`src/rtl/inst_fetch.sv`:
```
// Instruction fetch: drives the PC unit, reads from memory and queues instructions for decode.
// Define FETCH_PREFETCH_EN for a 2-entry prefetch buffer; the default build uses a 1-entry buffer.
module inst_fetch #(
  parameter int unsigned WAIT_MAX = 255
) (
  input  logic        clk,
  input  logic        rst_n,
  input  logic [15:0] pc_in,
  output logic [1:0]  pc_op,
  output logic [15:0] pc_target,
  output logic        mem_req,
  output logic [15:0] mem_addr,
  input  logic        mem_ack,
  input  logic [15:0] mem_data,
  input  logic        redirect_valid,
  input  logic [15:0] redirect_pc,
  output logic        instr_valid,
  input  logic        instr_ready,
  output logic [15:0] instr,
  output logic [15:0] instr_pc,
  output logic        fetch_err
);

`ifdef FETCH_PREFETCH_EN
  localparam int unsigned DEPTH = 2;
`else
  localparam int unsigned DEPTH = 1;
`endif
  localparam int unsigned CW        = $clog2(DEPTH + 1);
  localparam logic [7:0]  WAIT_LAST = 8'(WAIT_MAX - 1);

  typedef enum logic [1:0] {
    ST_PCRST = 2'd0,
    ST_FETCH = 2'd1,
    ST_DRAIN = 2'd2,
    ST_HALT  = 2'd3
  } state_e;

  typedef enum logic [1:0] {
    PC_NOP    = 2'd0,
    PC_INC    = 2'd1,
    PC_ASSIGN = 2'd2,
    PC_RESET  = 2'd3
  } pc_op_e;

  typedef struct packed {
    logic [15:0] data;
    logic [15:0] pc;
  } entry_t;

  state_e          state_q, state_d;
  logic [CW-1:0]   cnt_q, cnt_d;
  entry_t          buf_q [DEPTH];
  entry_t          buf_d [DEPTH];
  logic [7:0]      wait_q, wait_d;
  logic [15:0]     drain_addr_q, drain_addr_d;
  logic            err_q, err_d;

  pc_op_e          op_c;
  logic            req_c;
  logic [15:0]     addr_c;
  logic            push, flush, pop, space;
  logic [CW-1:0]   wr_idx;

  // A same-cycle pop frees a slot, so a full buffer still fetches at full rate.
  assign pop    = (cnt_q != '0) && instr_ready;
  assign space  = (cnt_q != CW'(DEPTH)) || pop;
  assign wr_idx = cnt_q - CW'(pop);

  // NOTE: every combinational output gets a default before the case, so no path leaves it unassigned (no latch).
  always_comb begin
    state_d      = state_q;
    op_c         = PC_NOP;
    req_c        = 1'b0;
    addr_c       = '0;
    push         = 1'b0;
    flush        = 1'b0;
    wait_d       = wait_q;
    drain_addr_d = drain_addr_q;
    err_d        = err_q;

    unique case (state_q)
      ST_PCRST: begin
        op_c    = PC_RESET;
        state_d = ST_FETCH;
      end

      ST_FETCH: begin
        req_c = space;
        if (space) addr_c = pc_in;
        if (redirect_valid) begin
          op_c   = PC_ASSIGN;
          flush  = 1'b1;
          wait_d = '0;
          if (space && !mem_ack) begin
            state_d      = ST_DRAIN;
            drain_addr_d = pc_in;
          end
        end else if (space && mem_ack) begin
          push   = 1'b1;
          op_c   = PC_INC;
          wait_d = '0;
        end else if (space) begin
          wait_d = wait_q + 8'd1;
          if (wait_q == WAIT_LAST) begin
            state_d = ST_HALT;
            err_d   = 1'b1;
          end
        end
      end

      ST_DRAIN: begin
        // The pre-redirect read is still in flight; finish it and throw the data away.
        req_c  = 1'b1;
        addr_c = drain_addr_q;
        if (redirect_valid) begin
          op_c  = PC_ASSIGN;
          flush = 1'b1;
        end
        if (mem_ack) begin
          state_d = ST_FETCH;
          wait_d  = '0;
        end else if (redirect_valid) begin
          wait_d = '0;
        end else begin
          wait_d = wait_q + 8'd1;
          if (wait_q == WAIT_LAST) begin
            state_d = ST_HALT;
            err_d   = 1'b1;
          end
        end
      end

      ST_HALT: begin
        state_d = ST_HALT;
      end

      default: state_d = ST_PCRST;
    endcase
  end

  // Shift-register FIFO: entry 0 is always the head presented to decode.
  always_comb begin
    buf_d = buf_q;
    cnt_d = cnt_q;
    if (flush) begin
      cnt_d = '0;
    end else begin
      if (pop) begin
        for (int i = 0; i < int'(DEPTH) - 1; i++) buf_d[i] = buf_q[i+1];
      end
      if (push) begin
        for (int i = 0; i < int'(DEPTH); i++) begin
          if (CW'(i) == wr_idx) buf_d[i] = '{data: mem_data, pc: pc_in};
        end
      end
      cnt_d = cnt_q + CW'(push) - CW'(pop);
    end
  end

  // NOTE: sequential state uses non-blocking assignments so every flop samples pre-edge values.
  always_ff @(posedge clk) begin
    if (!rst_n) begin
      state_q      <= ST_PCRST;
      cnt_q        <= '0;
      wait_q       <= '0;
      err_q        <= 1'b0;
      drain_addr_q <= '0;
      // NOTE: the buffer is only a couple of flops and its head is visible on instr/instr_pc, so it is reset too.
      for (int i = 0; i < int'(DEPTH); i++) buf_q[i] <= '0;
    end else begin
      state_q      <= state_d;
      cnt_q        <= cnt_d;
      wait_q       <= wait_d;
      err_q        <= err_d;
      drain_addr_q <= drain_addr_d;
      buf_q        <= buf_d;
    end
  end

  // Outputs are forced quiet while rst_n is low, before the reset edge has been seen.
  assign pc_op       = rst_n ? op_c : PC_NOP;
  assign pc_target   = (rst_n && op_c == PC_ASSIGN) ? redirect_pc : '0;
  assign mem_req     = rst_n & req_c;
  assign mem_addr    = rst_n ? addr_c : '0;
  assign instr_valid = rst_n & (cnt_q != '0);
  assign instr       = rst_n ? buf_q[0].data : '0;
  assign instr_pc    = rst_n ? buf_q[0].pc : '0;
  assign fetch_err   = rst_n & err_q;

endmodule

```
`config.mk`:
```
export PLATFORM = sky130hd
export DESIGN_NAME = inst_fetch
export DESIGN_NICKNAME = d
export VERILOG_FILES = /design/src/rtl/inst_fetch.sv
export SDC_FILE = /design/constraint.sdc
export NUM_CORES = 1
export LEC_CHECK = 0
export ABC_AREA = 1
export CAP_MARGIN = 20
export CORE_MARGIN = 2
export CORE_UTILIZATION = 62
export CTS_CLUSTER_DIAMETER = 120
export DETAILED_ROUTE_END_ITERATION = 7
export DONT_BUFFER_PORTS = 1
export PLACE_DENSITY = 0.78
export SLEW_MARGIN = 20
export SYNTH_ARGS = -nofsm -noshare
export SYNTH_HDL_FRONTEND = slang
export SYNTH_SLANG_ARGS = --single-unit
```
`constraint.sdc`:
```
create_clock -name clk -period 1.8 [get_ports clk]
set_input_delay 0.27 -clock clk [delete_from_list [all_inputs] [get_ports clk]]
set_output_delay 0.27 -clock clk [all_outputs]
set_load 0.005 [all_outputs]
```
# --- Word-level counts from Yosys, hierarchy flattened ---
# Cells that the tools add are included.
word_totals:
  regBits: 60
  output_inout_bits: 69
  word_cells: 86
  inputBits: 53
classes:
  eq_ne: 15
  mux: 38
  addsub: 4
  n_reduce_logical: 15
  n_bitwise: 7
op_table:
  columns: ["op", "n"]
  rows:
  - ["16-bit two-way mux", 5]
  - ["8-bit two-way mux", 5]
  - ["16-bit case mux with 2 select lines", 1]
  - ["2-bit two-way mux", 10]
  - ["8-bit case mux with 2 select lines", 1]
  - ["1-bit two-way mux", 12]
  - ["3-bit inequality test (second input constant)", 4]
  - ["2-bit inequality test (second input constant)", 5]
  - ["8-bit by 1-bit adder with 8-bit output (second input constant)", 1]
  - ["8-bit == test (second input constant)", 1]
  - ["2-bit case mux with 4 select lines", 1]
  - ["2-bit == test (second input constant)", 3]
  - ["2-bit case mux with 3 select lines", 1]
  - ["3-bit AND reduction", 2]
  - ["6-bit AND reduction", 1]
  - ["1-bit logical AND", 4]
  - ["4-bit inequality test (second input constant)", 1]
  - ["1-bit NOT", 4]
  - ["1-bit case mux with 2 select lines", 2]
  - ["4-bit AND reduction", 1]
  - ["2-bit OR reduction", 2]
  - ["1-bit AND", 3]
  - ["2-bit by 1-bit == test with 1-bit output (second input constant)", 1]
  - ["2-bit zero test", 1]
  - ["other kinds (6)", 7]

# --- Depth between registers and ports, before layout ---
# Gate-level depths: netlist (run 1).
logic_depth:
  depth_word: 9
  depth_mapped: 11
  ltp_nobuf: 11

# --- Worst setup path after synthesis (run 1) ---
# No wires, ideal clock.
synth_timing:
  path_type: "flip-flop to output port"
  startpoint: "register state_q[0]"
  endpoint: "output port mem_req"
  setup_slack_ns: 0.204
  arrival_time_ns: 1.326
  path_buffers: 1
  required_ns: 1.530
  stages_incl_launch_ff: 6
  path_cell_list: "dfxtp_1 inv_1 ha_1 nand2_1 clkbuf_1 nor2_1"
synth_between:
  elab_chain_len: 3
  elab_cells_between_ends: 4
  cone_classes: "eq/ne: 2; mux: 1; bitwise: 1"
synth_lines:
  columns: ["item", "line", "source"]
  rows:
  - ["start, declared", "51", "state_e state_q, state_d;"]
  - ["start signal, assigned", "172", "state_q <= state_d;"]
  - ["2-bit == test / 2-bit by 1-bit == test with 1-bit output (equally long branches)", "82", "unique case (state_q)"]
  - ["1-bit case mux with 2 select lines (*)", "82", null]
  - ["1-bit AND (*)", "184", "assign mem_req = rst_n & req_c;"]
  - ["end, declared", "11", "output logic mem_req,"]
# Mark *: on every way between the ends. The rest lies on a longest branch, timed or not.

# --- Worst setup path after layout (run 1) ---
layout_timing:
  startpoint: "register state_q[1]"
  endpoint: "output port pc_target[0]"
layout_between:
  elab_chain_len: 5
  elab_cells_between_ends: 7
  cone_classes: "eq/ne: 3; mux: 2; reduce/logical: 2"
layout_lines:
  columns: ["item", "line", "source"]
  rows:
  - ["2-bit == test, or another cell as far along", "82", null]
  - ["2-bit case mux with 3 select lines (*)", "82", null]
  - ["2-bit == test (*)", "183", "assign pc_target = (rst_n && op_c == PC_ASSIGN) ? redirect_pc : '0;"]
  - ["1-bit logical AND (*)", "183", null]
  - ["16-bit two-way mux (*)", "183", null]
  - ["end, declared", "10", "output logic [15:0] pc_target,"]
# Marks and branches as above.

==> results of run 1 <==
## timing repair
| item | CTS | global route |
|---|---|---|
| gates resized for setup | 47 | 14 |
| setup endpoints to repair | 35 | 52 |
| pin swaps | 4 | 3 |
| setup buffers | 7 | 1 |
| cloned | 2 | 0 |
| hold buffers | 0 | 0 |
## layout by cell type (no fill, tap or decap), types with 3 or more instances in the layout
| cell type | synthesis | routed |
|---|---|---|
| buf_12 | 0 | 3 |
| clkinvlp_4 | 0 | 3 |
| inv_2 | 8 | 8 |
| nand3_1 | 6 | 6 |
| nor2_4 | 2 | 8 |
| o21ai_1 | 2 | 4 |
| nand4_1 | 18 | 18 |
| a21oi_1 | 40 | 24 |
| nand2_1 | 112 | 112 |
| nor2_2 | 1 | 12 |
| inv_1 | 58 | 55 |
| dfxtp_1 | 60 | 58 |
| o21ai_0 | 34 | 31 |
| inv_4 | 1 | 3 |
| nand3_4 | 2 | 4 |
| a21oi_2 | 0 | 16 |
| clkbuf_8 | 0 | 11 |
| ha_4 | 0 | 3 |
| buf_4 | 3 | 14 |
| nor2_1 | 99 | 82 |
## worst paths after layout
kind	startpoint	endpoint	slack, ps	depth (start not counted)
setup reg to reg	state_q[1]$_SDFFE_PN0P_	buf_q[26]$_SDFFE_PN0P_	70	9
hold reg to reg	drain_addr_q[6]$_SDFFE_PN0P_	drain_addr_q[6]$_SDFFE_PN0P_	460	2
setup / recovery	state_q[1]$_SDFFE_PN0P_	pc_target[0]	-120	8
hold / removal	redirect_valid	cnt_q$_SDFF_PP0_	40	1
## kinds of logic after synthesis
logic type | share of synthesized area
buffers and inverters | 0.124
AO/OA/AOI/OAI | 0.136
XOR/XNOR | 0.00278
adder cells (fa/ha/maj) | 0.0238
flip-flops | 0.381
AND/OR/NAND/NOR | 0.332
## routing by layer
metal	vias to the layer above	global-route usage	routed length, um
met5	-	0	0
met4	0	0.119	172
met3	19	0.0924	689
met2	145	0.454	3860
met1	1396	0.322	3270
li1	1523	-	-
## sequential cells by signal, indices dropped and copies added, names as in the netlist
| signal | flops |
|---|---|
| cnt_q | 1 |
| wait_q | 8 |
| state_q | 2 |
| drain_addr_q | 16 |
| buf_q | 32 |
| err_q | 1 |
## through the flow
step | instance area, um^2 | setup WS, ps | power (W) | std cells | setup TNS [ps]
floorplan | 3150 | 204 | 0.00190 | 488 | 0
global placement | 3200 | 164 | 0.00197 | 537 | 0
detailed placement | 3200 | 82.8 | 0.00199 | 537 | 0
CTS | 3690 | -43.7 | 0.00351 | 562 | -562
global route | 3750 | -209 | 0.00370 | 563 | -4590
finish | 3750 | -123 | 0.00355 | 563 | -2190
## power groups by stage
stage	combinational (W)	sequential, W	clock [W]
2_1_floorplan	0.000431	0.00147	0
3_3_place_gp	0.000498	0.00148	0
3_5_place_dp	0.000510	0.00148	0
4_1_cts	0.000637	0.00145	0.00142
5_1_grt	0.000754	0.00147	0.00148
6_report	0.000685	0.00146	0.00141
## final cells by class
type                    count  area share
repair buffers             18      0.0528
clock buffers              11      0.0404
inverters                  67      0.0701
multi-input cells         335       0.469
well taps                  67      0.0224
clock inverters             5      0.0224
flip-flops and latches     60       0.323
## worst max-delay path, cell delays in order (launching register included)
cell and delay, ps:
dfxtp_4 370, inv_4 80, ha_4 160, clkinvlp_4 100, o21ai_2 60, nand2_1 70
inv_2 110, nand3_4 180, nor2_2 170
==> flow_metrics.tcl, run 1 <==
set metrics [dict create \
    synth_edf_count 0 \
    htreeDepth 3 \
    p_switching_w 0.00101 \
    cts_tree "done" \
    antenna_found_initial 0 \
    peakVddDrop_uv 652 \
    root_buffer "clkbuf_8" \
    port_buffers 0 \
    endpoint_kind "primary output" \
    rows 25 \
    drive_above_1_share 0.194 \
    p_sw_frac 0.286 \
    synth_top_area_share 0.381 \
    clock-sinks 60 \
    syn_nets 547 \
    holdWs_ps 42.9 \
    synthFlopType "dfxtp_1" \
    yosysSeqAreaShare 0.381 \
    avgSynthCellArea_um2 6.45 \
    critPathKind "reg2out" \
    relSlewSlack 0.750 \
    violations "setup timing" \
    clk_latency_ps 340 \
    clock_path_buffers 2 \
    grtUsageTotal 0.273 \
    clock_skew_ps 6.56 \
    grt_pass1_vias 2719 \
    core-area_um2 4820 \
    hold_viol_final 0 \
    grt_pass1_wl_um 12000 \
    first_iter_violations 268 \
    nNetsFinal 550 \
    finalSetupViolations 33 \
    grt_max_degree 70 \
    tightestPinTransition_ps 374 \
    yosys-top-cells-area "dfxtp_1, nand2_1, nor2_1, inv_1, a21oi_1" \
    drt-total-wl_um 7990 \
    final_core_util 0.778 \
    die_area_um2 5670 \
    io-pin-count 122 \
    wire_per_inst_um 14.2 \
    die_w_um 75.3 \
    drc 0 \
    min_period_ps 1920 \
    clock.fmax_mhz 520 \
    drtAntennaViolNets 0 \
    viasPerCell 5.48 \
    critPathRequiredTime_ps 1530 \
    fin_ws_ps -123 \
    arrival_ps 1650 \
    p_comb_frac 0.193 \
    rsz0062_at_grt "true" \
    dr.pass1.iters 4 \
    slew_viol_final 0 \
    area_delta_synth_final_pct 19.0 \
    n_fill_cell 392 \
    die_h_um 75.3 \
    multiInputGateArea_um2 1760 \
    cts_buffers 9 \
    maxCapViolCount 0 \
    ys_ff_latch 60 \
    synthTopCellsByCount "nand2_1, nor2_1, dfxtp_1" \
    hold_class "in2reg" \
    synth_area_leader_cell "dfxtp_1" \
    power_density_nw_per_um2 947 \
    yosysMostFrequentCell "nand2_1" \
    yosysUniqueCellTypes 31 \
    diodes 0 \
    initial_core_util 0.654 \
    netlist_area_um2 3150 \
    p_leak_nw 1.64 \
    status "finished, violations left" \
    clock_power_share 0.397 \
    regArea_um2 1210 \
    internal_power_w 0.00253 \
    vias 3083 \
    syn-instance-count 488 \
    async_reset_ff_frac 0 \
    layout_worst_path_cycle_share 1.07 \
    overflow 0 \
    routabilityCongestion 0.867 \
    startpoint_type "flip-flop" \
    clk_pin_slew_ps 70 \
    yosys_warnings 0 \
    hpwlAfterDp_um 4840 \
    cp_max_fo 8 \
    p_seq_frac 0.410 \
]
(Power assumes the default switching activity.)
==> inputs of run 2 (changes only) <==
- CTS_BUF_LIST: unset -> sky130_fd_sc_hd__clkbuf_2
==> run 2 against run 1 <==
Compared with the run above: the run still ends with setup timing left; die area is the same; highest routed layer unchanged; non-clock buffer count grew 42; first-iteration DRC count grew 64%; sequential power is essentially flat; global-route usage grew 5.1 points; register-to-register slack lost 80 ps.
==> flow_metrics.tcl, run 2 (synthesis gave the netlist of run 1 again) <==
set metrics [dict create \
    status "finished, violations left" \
    violations "setup timing" \
    diodes 0 \
    regMostFlops "buf_q" \
    tightestPinTransition_ps 1160 \
    final_core_util 0.859 \
    finalSetupViolations 37 \
    io-pin-count 122 \
    clk_latency_ps 500 \
    grtUsageTotal 0.324 \
    nNetsFinal 593 \
    first_iter_violations 439 \
    die_w_um 75.3 \
    grt_max_degree 37 \
    p_switching_w 0.00111 \
    cp_max_fo 8 \
    area_delta_synth_final_pct 31.5 \
    p_sw_frac 0.334 \
    cpLargestDelayFamily "simple AND/OR/NAND/NOR gates" \
    viasPerCell 5.77 \
    cts_tree "done" \
    cts_buffers 9 \
    arrival_ps 1950 \
    path_cells "inv_4 > ha_4 > buf_4 > inv_4 > nor2_4 > nand3_4 > nand3_4 > nor2_4" \
    crit_slowest_cell "dfxtp_4" \
    drive_above_1_share 0.215 \
    hpwlAfterDp_um 4840 \
    drt-total-wl_um 10500 \
    grt_pass1_wl_um 13900 \
    critPathMaxStageDelay_ps 420 \
    most-common-layout-cells "nand2_1, nor2_1, dfxtp_1" \
    critical_path_buf_inv_count 3 \
    p_leak_nw 1.81 \
    p_seq_frac 0.440 \
    endpoint_kind "primary output" \
    peakVddDrop_uv 733 \
    vias 3498 \
    hold_class "in2reg" \
    core-area_um2 4820 \
    drtAntennaViolNets 0 \
    hold_viol_final 0 \
    wire_per_inst_um 17.3 \
    power_density_nw_per_um2 802 \
    drc 0 \
    grt_pass1_vias 2980 \
    critPathKind "reg2out" \
    port_buffers 0 \
    clock_skew_ps 25.4 \
    antenna_found_initial 0 \
    final_common_cell "nand2_1" \
    clk_pin_slew_ps 190 \
    relSlewSlack 0.225 \
    startpoint_type "flip-flop" \
    rsz0062_at_grt "true" \
    internal_power_w 0.00221 \
    clock-sinks 60 \
    rows 25 \
    root_buffer "clkbuf_2" \
    clock.fmax_mhz 451 \
    clock_power_share 0.296 \
    reg_top3 "buf_q: 32 flops, drain_addr_q: 16 flops, wait_q: 8 flops" \
    routabilityCongestion 0.867 \
    largest_register_ffs 32 \
    totalPowerFinal_w 0.00332 \
    overflow 0 \
    die_h_um 75.3 \
    clock_path_buffers 2 \
    dp_slack_ps 82.8 \
    initial_core_util 0.654 \
    htreeDepth 3 \
    critPathRequiredTime_ps 1530 \
    fin_ws_ps -418 \
    dr.pass1.iters 6 \
    slew_viol_final 0 \
    min_period_ps 2220 \
    p_comb_frac 0.264 \
    die_area_um2 5670 \
    maxCapViolCount 0 \
    layout_worst_path_cycle_share 1.23 \
]
run 2: per-layer routing:
| metal | GRT usage | up-vias | wire (um) |
|---|---|---|---|
| met1 | 0.395 | 1615 | 3980 |
| met2 | 0.530 | 229 | 5240 |
| met5 | 0 | - | 0 |
| met3 | 0.0790 | 37 | 906 |
| met4 | 0.173 | 0 | 343 |
| li1 | - | 1617 | - |
run 2: through the flow:
step	cells	hold WS [ps]	instance area, um^2	TNS (ps)
final	606	23.5	4140	-12060
after floorplan	488	419	3150	0
after global placement	537	402	3200	0
after CTS	596	5.94	3990	-7580
after detailed placement	537	394	3200	0
after global routing	606	12.6	4140	-15490
run 2: worst register-to-register path, delay by kind of cell (launching register included):
| family | cells | cell delay (ps) |
|---|---|---|
| buffers and inverters | 6 | 540 |
| and+or+nand+nor | 4 | 510 |
| DFF | 1 | 400 |
| AOI/OAI and AO/OA | 1 | 190 |
| adders and majority gates | 1 | 160 |
run 2: worst paths after layout:
| check | from | slack (ps) | to | cells after the start |
|---|---|---|---|---|
| max reg2reg | state_q[1]$_SDFFE_PN0P_ | -10 | wait_q[2]$_SDFFE_PN0P_ | 12 |
| max | state_q[1]$_SDFFE_PN0P_ | -420 | pc_target[2] | 8 |
| min | redirect_valid | 20 | drain_addr_q[2]$_SDFFE_PN0P_ | 3 |
| min reg2reg | drain_addr_q[6]$_SDFFE_PN0P_ | 480 | drain_addr_q[6]$_SDFFE_PN0P_ | 2 |
run 2: final cells by class:
| type | instances | area, um^2 |
|---|---|---|
| flip-flops and latches | 60 | 1210 |
| well taps | 67 | 83.8 |
| repair buffers | 60 | 603 |
| multi-input cells | 336 | 1840 |
| inverters | 67 | 267 |
| fillers | 288 | 677 |
| clock buffers | 9 | 45.0 |
| clock inverters | 7 | 91.3 |
run 2: timing repair:
item                       CTS  global route
hold endpoints to repair    53             0
buffers inserted             6             9
cloned                       2             2
pin swaps                    6            10
setup endpoints to repair   35            55
hold buffers                35             0
gates resized for setup     59            34
run 2: power groups by stage:
stage	registers (W)	logic (W)	clock network [W]
floorplan	0.00147	0.000431	0
detailed placement	0.00148	0.000510	0
global route	0.00147	0.000938	0.00104
global placement	0.00148	0.000498	0
finish	0.00146	0.000876	0.000984
CTS	0.00146	0.000741	0.000983
